--- config.mk ---
export PLATFORM = sky130hd
export DESIGN_NAME = tx_phy_ctrl
export DESIGN_NICKNAME = d
export VERILOG_FILES = /design/src/rtl/tx_phy_ctrl_pkg.sv /design/src/rtl/tx_prbs7_gen.sv /design/src/rtl/tx_phy_ctrl.sv
export SDC_FILE = /design/constraint.sdc
export NUM_CORES = 1
export LEC_CHECK = 0
export CORE_UTILIZATION = 46
export DETAILED_ROUTE_END_ITERATION = 7
export PLACE_DENSITY_LB_ADDON = 0.08
export SYNTH_ARGS = -nofsm -noshare
export SYNTH_HDL_FRONTEND = slang
export SYNTH_SLANG_ARGS = --single-unit
--- constraint.sdc ---
create_clock -name clk -period 3.4 [get_ports clk]
set_input_delay 0.68 -clock clk [delete_from_list [all_inputs] [get_ports clk]]
set_output_delay 0.68 -clock clk [all_outputs]
set_load 0.01 [all_outputs]
--- src/rtl/tx_phy_ctrl_pkg.sv ---
// Shared types and constants for the HPIO TX-lane bring-up sequencer.
// Holds the state encoding, the idle word and the PRBS7 generator step function.
package tx_phy_ctrl_pkg;

    typedef enum logic [2:0] {
        IDLE      = 3'd0,
        PHY_RST   = 3'd1,
        WAIT_LOCK = 3'd2,
        WAIT_DLY  = 3'd3,
        WAIT_VTC  = 3'd4,
        TRAIN     = 3'd5,
        RUN       = 3'd6,
        FAIL      = 3'd7
    } state_t;

    localparam logic [7:0] IDLE_WORD  = 8'h00;
    localparam logic [6:0] PRBS7_SEED = 7'h7F;
    localparam logic [6:0] PRBS7_TAPS = 7'b110_0000;

    // Eight PRBS7 steps; returns {next_lfsr, word}, first generated bit in word[7].
    function automatic logic [14:0] prbs7_step8(input logic [6:0] seed);
        logic [6:0] lfsr;
        logic [7:0] word;
        logic       fb;
        lfsr = seed;
        word = '0;
        for (int i = 7; i >= 0; i--) begin
            fb      = ^(lfsr & PRBS7_TAPS);
            word[i] = fb;
            lfsr    = {lfsr[5:0], fb};
        end
        return {lfsr, word};
    endfunction

endpackage

--- src/rtl/tx_prbs7_gen.sv ---
// 8-bit-per-clock PRBS7 (x^7+x^6+1) source for the TRAIN pattern.
// load restarts from the seed and emits its first word in the same cycle.
module tx_prbs7_gen
    import tx_phy_ctrl_pkg::*;
(
    input  logic       clk,
    input  logic       rst_n,
    input  logic       load,
    input  logic       advance,
    output logic [7:0] word
);

    logic [6:0]  lfsr;
    logic [14:0] step;

    always_comb step = prbs7_step8(load ? PRBS7_SEED : lfsr);

    assign word = step[7:0];

    always_ff @(posedge clk or negedge rst_n) begin
        if (!rst_n)
            lfsr <= PRBS7_SEED;
        else if (load || advance)
            lfsr <= step[14:8];
    end

endmodule

--- src/rtl/tx_phy_ctrl.sv ---
// Bring-up sequencer and data gate for the HPIO native-PHY TX lane.
// Define TX_PHY_CTRL_PRBS_EN to train with PRBS7 instead of the constant TRAIN_WORD.
module tx_phy_ctrl
    import tx_phy_ctrl_pkg::*;
#(
    parameter int         PHY_RST_CYCLES = 16,
    parameter int         LOCK_TIMEOUT   = 4096,
    parameter int         RDY_TIMEOUT    = 1024,
    parameter int         TRAIN_CYCLES   = 64,
    parameter logic [7:0] TRAIN_WORD     = 8'h0F,
    parameter int         MAX_RETRY      = 3
) (
    input  logic       clk,
    input  logic       rst_n,
    input  logic       start,
    input  logic       pll0_locked,
    input  logic       rst_seq_done,
    input  logic       dly_rdy_bsc3,
    input  logic       dly_rdy_bsc4,
    input  logic       vtc_rdy_bsc3,
    input  logic       vtc_rdy_bsc4,
    output logic       phy_rst,
    output logic       en_vtc_bsc3,
    output logic       en_vtc_bsc4,
    input  logic [7:0] src_data,
    input  logic       src_valid,
    output logic       src_ready,
    output logic [7:0] tx_data,
    output logic       link_up,
    output logic       link_fail,
    output logic [1:0] retry_cnt,
    output logic [2:0] state_dbg
);

    localparam int T_MAX_A = (PHY_RST_CYCLES > LOCK_TIMEOUT) ? PHY_RST_CYCLES : LOCK_TIMEOUT;
    localparam int T_MAX_B = (RDY_TIMEOUT > TRAIN_CYCLES) ? RDY_TIMEOUT : TRAIN_CYCLES;
    localparam int T_MAX   = (T_MAX_A > T_MAX_B) ? T_MAX_A : T_MAX_B;
    localparam int TW      = $clog2(T_MAX) + 1;

    localparam logic [TW-1:0] RST_END   = TW'(PHY_RST_CYCLES - 1);
    localparam logic [TW-1:0] LOCK_END  = TW'(LOCK_TIMEOUT - 1);
    localparam logic [TW-1:0] RDY_END   = TW'(RDY_TIMEOUT - 1);
    localparam logic [TW-1:0] TRAIN_END = TW'(TRAIN_CYCLES - 1);
    localparam logic [1:0]    RETRY_LIM = 2'(MAX_RETRY);

    state_t        state, nxt;
    logic [TW-1:0] timer;
    logic          do_retry;
    logic [7:0]    train_word;

`ifdef TX_PHY_CTRL_PRBS_EN
    tx_prbs7_gen u_prbs (
        .clk     (clk),
        .rst_n   (rst_n),
        .load    (nxt == TRAIN && state != TRAIN),
        .advance (nxt == TRAIN),
        .word    (train_word)
    );
`else
    assign train_word = TRAIN_WORD;
`endif

    // Ready beats timeout; lock loss beats everything except start going low.
    always_comb begin
        nxt      = state;
        do_retry = 1'b0;
        case (state)
            IDLE:      nxt = PHY_RST;
            PHY_RST:   if (timer == RST_END) nxt = WAIT_LOCK;
            WAIT_LOCK: begin
                if (pll0_locked && rst_seq_done) nxt = WAIT_DLY;
                else if (timer == LOCK_END)      do_retry = 1'b1;
            end
            WAIT_DLY: begin
                if (!pll0_locked)                      do_retry = 1'b1;
                else if (dly_rdy_bsc3 && dly_rdy_bsc4) nxt = WAIT_VTC;
                else if (timer == RDY_END)             do_retry = 1'b1;
            end
            WAIT_VTC: begin
                if (!pll0_locked)                      do_retry = 1'b1;
                else if (vtc_rdy_bsc3 && vtc_rdy_bsc4) nxt = TRAIN;
                else if (timer == RDY_END)             do_retry = 1'b1;
            end
            TRAIN: begin
                if (!pll0_locked)            do_retry = 1'b1;
                else if (timer == TRAIN_END) nxt = RUN;
            end
            RUN:     if (!pll0_locked) do_retry = 1'b1;
            default: ;
        endcase
        if (do_retry) nxt = (retry_cnt == RETRY_LIM) ? FAIL : PHY_RST;
        if (!start)   nxt = IDLE;
    end

    always_ff @(posedge clk or negedge rst_n) begin
        if (!rst_n) begin
            state       <= IDLE;
            timer       <= '0;
            retry_cnt   <= '0;
            phy_rst     <= 1'b1;
            en_vtc_bsc3 <= 1'b0;
            en_vtc_bsc4 <= 1'b0;
            src_ready   <= 1'b0;
            link_up     <= 1'b0;
            link_fail   <= 1'b0;
            tx_data     <= IDLE_WORD;
        end else begin
            state <= nxt;
            timer <= (nxt != state) ? '0 : timer + 1'b1;
            if (nxt == IDLE)
                retry_cnt <= '0;
            else if (do_retry && retry_cnt != RETRY_LIM && retry_cnt != 2'b11)
                retry_cnt <= retry_cnt + 1'b1;
            phy_rst     <= (nxt == IDLE) || (nxt == PHY_RST) || (nxt == FAIL);
            en_vtc_bsc3 <= (nxt == WAIT_VTC) || (nxt == TRAIN) || (nxt == RUN);
            en_vtc_bsc4 <= (nxt == WAIT_VTC) || (nxt == TRAIN) || (nxt == RUN);
            src_ready   <= (nxt == RUN);
            link_up     <= (nxt == RUN);
            link_fail   <= (nxt == FAIL);
            // src_ready is the registered RUN flag, so it marks the accepting cycle.
            case (nxt)
                TRAIN:   tx_data <= train_word;
                RUN:     tx_data <= (src_ready && src_valid) ? src_data : IDLE_WORD;
                default: tx_data <= IDLE_WORD;
            endcase
        end
    end

    assign state_dbg = state;

endmodule
## Word level (Yosys, flattened, before mapping)

Index checks and enable logic that the tools add are counted.

| word-level totals | value |
|---|---|
| bits of input ports | 18 |
| word-level logic and storage cells | 68 |
| register bits | 30 |
| output and inout port bits | 19 |

| operators by class | value |
|---|---|
| equal/unequal tests | 18 |
| add/sub/neg operators | 2 |
| multiplexer cells | 26 |
| reductions and logical operators | 14 |

Operators by type and width:

| operator | number |
|---|---|
| $mux 3 | 11 |
| $eq 3x3->1 const B | 7 |
| $pmux 3 s6 | 1 |
| $pmux 8 s2 | 1 |
| $add 13x1->13 const B | 1 |
| $eq 13x10->1 const B | 1 |
| $eq 13x12->1 const B | 1 |
| $eq 13x4->1 const B | 1 |
| $eq 13x6->1 const B | 1 |
| $mux 13 | 1 |
| $mux 1 | 8 |
| $mux 8 | 1 |
| $eq 3x1->1 const B | 2 |
| $eq 3x2->1 const B | 2 |
| $logic_and 1x1->1 | 6 |
| $logic_not 3->1 | 2 |
| $logic_or 1x1->1 | 4 |
| $mux 2 | 2 |
| $pmux 1 s4 | 1 |
| $ne 3x3->1 | 1 |
| $add 2x1->2 const B | 1 |
| $eq 2x2->1 const B | 1 |
| $ne 2x2->1 const B | 1 |
| $reduce_bool 2->1 | 1 |
| $reduce_or 2->1 | 1 |

## Depth between registers and ports, before layout

| depth | value |
|---|---|
| depth in word-level cells | 10 |
| depth in mapped cells | 9 |

## Worst setup path after synthesis

Ideal clock, no wire load.

| path | value |
|---|---|
| path kind | reg2reg |
| start point | reg timer[0] |
| end point | reg timer[10] |
| data arrival time | 2334 ps |
| slack | 947 ps |
| required time | 3281 ps |
| library setup time | 119 ps |
| cell stages (with the launch flop) | 10 |
| cells stage by stage | dfrtp_1 -> ha_1 -> nand3_2 -> or4_4 -> nor2_1 -> nor3b_1 -> o311a_1 -> o32ai_2 -> buf_6 -> nor2_2 |

| on the way | value |
|---|---|
| longest elaborated chain between the ends | 9 |
| elaborated cells between the ends (all ways) | 21 |
| those cells by class | add/sub: 1; eq/ne: 5; mux: 15 |

Ends and longest elaborated chain:

| what | line | RTL |
|---|---|---|
| start, declared | tx_phy_ctrl.sv:47 | `logic [TW-1:0] timer;` |
| start signal, assigned | tx_phy_ctrl.sv:109 | `timer <= (nxt != state) ? '0 : timer + 1'b1;` |
| $eq 13x10->1 | tx_phy_ctrl.sv:77, tx_phy_ctrl.sv:82 |  |
| $mux 1 | tx_phy_ctrl.sv:77, tx_phy_ctrl.sv:82 |  |
| $mux 1 (on tied branches) | tx_phy_ctrl.sv:81, tx_phy_ctrl.sv:76 |  |
| $mux 1 (on tied branches) | tx_phy_ctrl.sv:80, tx_phy_ctrl.sv:75 |  |
| $pmux 1 s4 | tx_phy_ctrl.sv:67 | `case (state)` |
| $mux 3 | tx_phy_ctrl.sv:91 | `if (do_retry) nxt = (retry_cnt == RETRY_LIM) ? FAIL : PHY_RST;` |
| $mux 3 | tx_phy_ctrl.sv:92 | `if (!start) nxt = IDLE;` |
| $ne 3x3->1 | tx_phy_ctrl.sv:109 |  |
| $mux 13 * | tx_phy_ctrl.sv:109 |  |

Every way passes the cells marked *; elsewhere a longest branch is shown, timed or not.
A chain may end at the register's enable or synchronous reset.

## Final worst setup path

| path | value |
|---|---|
| start point | in pll0_locked |
| end point | reg timer[2] |

| on the way | value |
|---|---|
| longest elaborated chain between the ends | 7 |
| elaborated cells between the ends (all ways) | 15 |
| those cells by class | eq/ne: 1; mux: 13; reduce/logical: 1 |

Ends and longest elaborated chain:

| what | line | RTL |
|---|---|---|
| start, declared | tx_phy_ctrl.sv:16 | `input logic pll0_locked,` |
| $logic_and 1x1->1 | tx_phy_ctrl.sv:71 | `if (pll0_locked && rst_seq_done) nxt = WAIT_DLY;` |
| $mux 3 or $mux 1 (tied branches) | tx_phy_ctrl.sv:71 |  |
| $pmux 3 s6 or $pmux 1 s4 (tied branches) | tx_phy_ctrl.sv:67 |  |
| $mux 3 * | tx_phy_ctrl.sv:91 |  |
| $mux 3 * | tx_phy_ctrl.sv:92 |  |
| $ne 3x3->1 * | tx_phy_ctrl.sv:109 |  |
| $mux 13 * | tx_phy_ctrl.sv:109 |  |

Marked as above.

==> metrics.csv <==
metric,value,unit
maxSlewHeadroom,75.1,%
globalplace.congestion,0.935,
start_util,48.3,%
final_cell_mix,"clkdlybuf4s50_1 (36), dfrtp_1 (29), nand2_1 (10), nor2_1 (10), nor2_2 (10)",
ys_warn_count,0,
pre_cts_ws,0.222,ns
cts_buffers,5,
die_x,61.2,um
rsz0062_at_grt,no,
worst_setup_path_end_kind,flip-flop,
synthCells,155,
clock-sinks,30,
fmax,0.350,GHz
ctsResizeCount,0,
fin_ws,0.542,ns
vdd_drop_max,0.000205,V
nFillCells,300,
switching_share,25.7,%
final_common_cell,clkdlybuf4s50_1,
p_leak,0.934,nW
synth_top_area_share,45.0,%
rows,21,
avgViaCountPerCell,5.28,
avgRoutedWirePerCell,13.6,um
p_sw,165,uW
yosysTopAreaCell,dfrtp_1,
hpwl,2400,um
drt_iter0_markers,67,
syn2layout_area_growth,28.2,%
seqPwrFrac,57.9,%
die-area,0.00375,mm^2
clkTransAtPathRegs,0.08,ns
pwr_density_cell,311,mW/mm^2
crit_type,input port to flip-flop,
setup.worst_path.start_class,input port,
syn-num-nets,175,
final_hold_viol_count,0,
fin_nets,215,
p_clk_share,31.2,%
root_buffer,clkbuf_4,
crit_family,buffers and inverters,
required,3.61,ns
cts_hold_buffers,0,
firstDrtPassIters,4,
cpPeakStageDelay,0.54,ns
ios,37,
routed_wl,3300,um
die_y,61.2,um
worstPathArrival,3.07,ns
drc,0,
fp.coreArea,0.00334,mm^2
cts_max_level,2,
synth-seq-cells,30,
crit_slowest_cell,clkdlybuf4s50_1,
min_path_type,flip-flop to flip-flop,
gr-total-overflow,0,
max-clock-path-buffers,2,
grt_pass1_vias,1238,
insertion_delay,0.33,ns
grt_max_degree,31,
cap_violations,0,
ys.flop_type,dfrtp_1,
finalCriticalPeriod,2.86,ns
cp_max_fo,13,
cts_tree,built,
worst_slew_pin_slew,0.373,ns
synth_area,0.00161,mm^2
post_cts_buffers,0,
finalMaxSlewViolations,0,
synth-edff-count,0,
yosysSeqAreaShare,46.6,%
tns,0,ns
status,"complete, no violations",
async_reset_ff_share,100,%
n_antenna_cell,0,
final_antenna_net_count,0,
syn_area_per_cell,10.4,um^2
final-setup-viol-count,0,
track_usage,21.3,%
synth.distinct_cells,47,
io_buffers,36,
route.vias.total,1278,
antenna_found_initial,0,
fin_skew,0.0110,ns
period_share,84.1,%
synth_area_leaders,"dfrtp_1 (45%), nor2_2 (3.9%), xor2_1 (3.8%)",
layout-drive-gt1-share,17.9,%
crit_chain,"clkdlybuf4s50_1, inv_1, or4_1, o21bai_1, nand4_1, o311a_1, o32ai_2, buf_4, nor2_1",
grt_pass1_wl,5650,um
internal-power,477,uW
pwr-share-comb,10.8,%
path_buf_inv,3,
power groups by stage:
stage	combinational, mW	sequential (mW)	clock, mW
3_5_place_dp	0.0704	0.379	0
3_3_place_gp	0.0686	0.378	0
4_1_cts	0.0710	0.372	0.211
2_1_floorplan	0.0368	0.376	0
5_1_grt	0.0783	0.374	0.228
6_report	0.0696	0.372	0.201
registers in the layout, indices dropped and copies added, names as in the netlist:
| name | flops |
|---|---|
| phy_rst | 1 |
| timer | 13 |
| retry_cnt | 2 |
| link_fail | 1 |
| en_vtc_bsc4 | 1 |
| tx_data | 8 |
| link_up | 1 |
| state_dbg | 3 |
final cells by class:
class                      instances  area, um^2  share of cell area, %
multi-input combinational        113         798                   38.6
clock inverter                     2        10.0                  0.484
clock buffer                       6        41.3                   2.00
inverter                           5        18.8                  0.907
timing repair buffer              40         390                   18.9
sequential                        30         752                   36.4
tap                               46        57.6                   2.78
path summary, 6_finish.rpt:
| check | slack, ns | to | from | depth (start not counted) |
|---|---|---|---|---|
| worst max-delay path | 0.54 | timer[2]$_DFF_PN0_ | pll0_locked | 9 |
| worst min-delay path | 0.49 | timer[0]$_DFF_PN0_ | timer[0]$_DFF_PN0_ | 1 |
| worst max register to register | 0.66 | timer[2]$_DFF_PN0_ | timer[0]$_DFF_PN0_ | 10 |
| worst min register to register | 0.49 | timer[0]$_DFF_PN0_ | timer[0]$_DFF_PN0_ | 1 |
| max in group asynchronous | 2.38 | phy_rst$_DFF_PN1_ | rst_n | 2 |
| min in group asynchronous | 0.71 | retry_cnt[0]$_DFFE_PN0P_ | rst_n | 2 |
Yosys cell counts, drive strengths merged, types with 3 or more instances:
master	count
inv	5
dfrtp	29
nand2	10
and2	8
a21o	4
or4	3
nor3b	3
nor2	20
and3	7
nand4	5
a21oi	4
xnor2	5
nand3	8
xor2	7
buf	5
nor3	3
cell families after synthesis:
kind of cell    after synthesis  synth area share [%]
xor+xnor                     12                  6.52
fa+ha+maj                     2                  1.55
compound gates               22                  11.4
buf+inv                      12                  3.88
mux                           1                 0.621
simple gates                 76                  29.4
flops                        30                  46.6
stage by stage:
stage                     area (um^2)  cells  hold WS, ns  utilization, %  total power [mW]
after floorplan                  1610    155        0.384               -             0.413
after global placement           2020    234        0.476            60.4             0.447
after detailed placement         2020    234        0.484            60.4             0.449
after CTS                        2070    242        0.498            62.0             0.654
after global routing             2070    242        0.534            62.0             0.680
final                            2070    242        0.493            62.0             0.643
routing by layer:
layer | track usage, % | vias to the layer above | wire [um] | share of wire, %
met3 | 7.56 | 7 | 176 | 5.3
li1 | - | 618 | - | -
met2 | 34.0 | 30 | 1640 | 50
met4 | 9.42 | 0 | 62 | 1.9
met1 | 25.9 | 623 | 1430 | 43
met5 | 0 | - | 0 | 0
(Power assumes the default switching activity.)
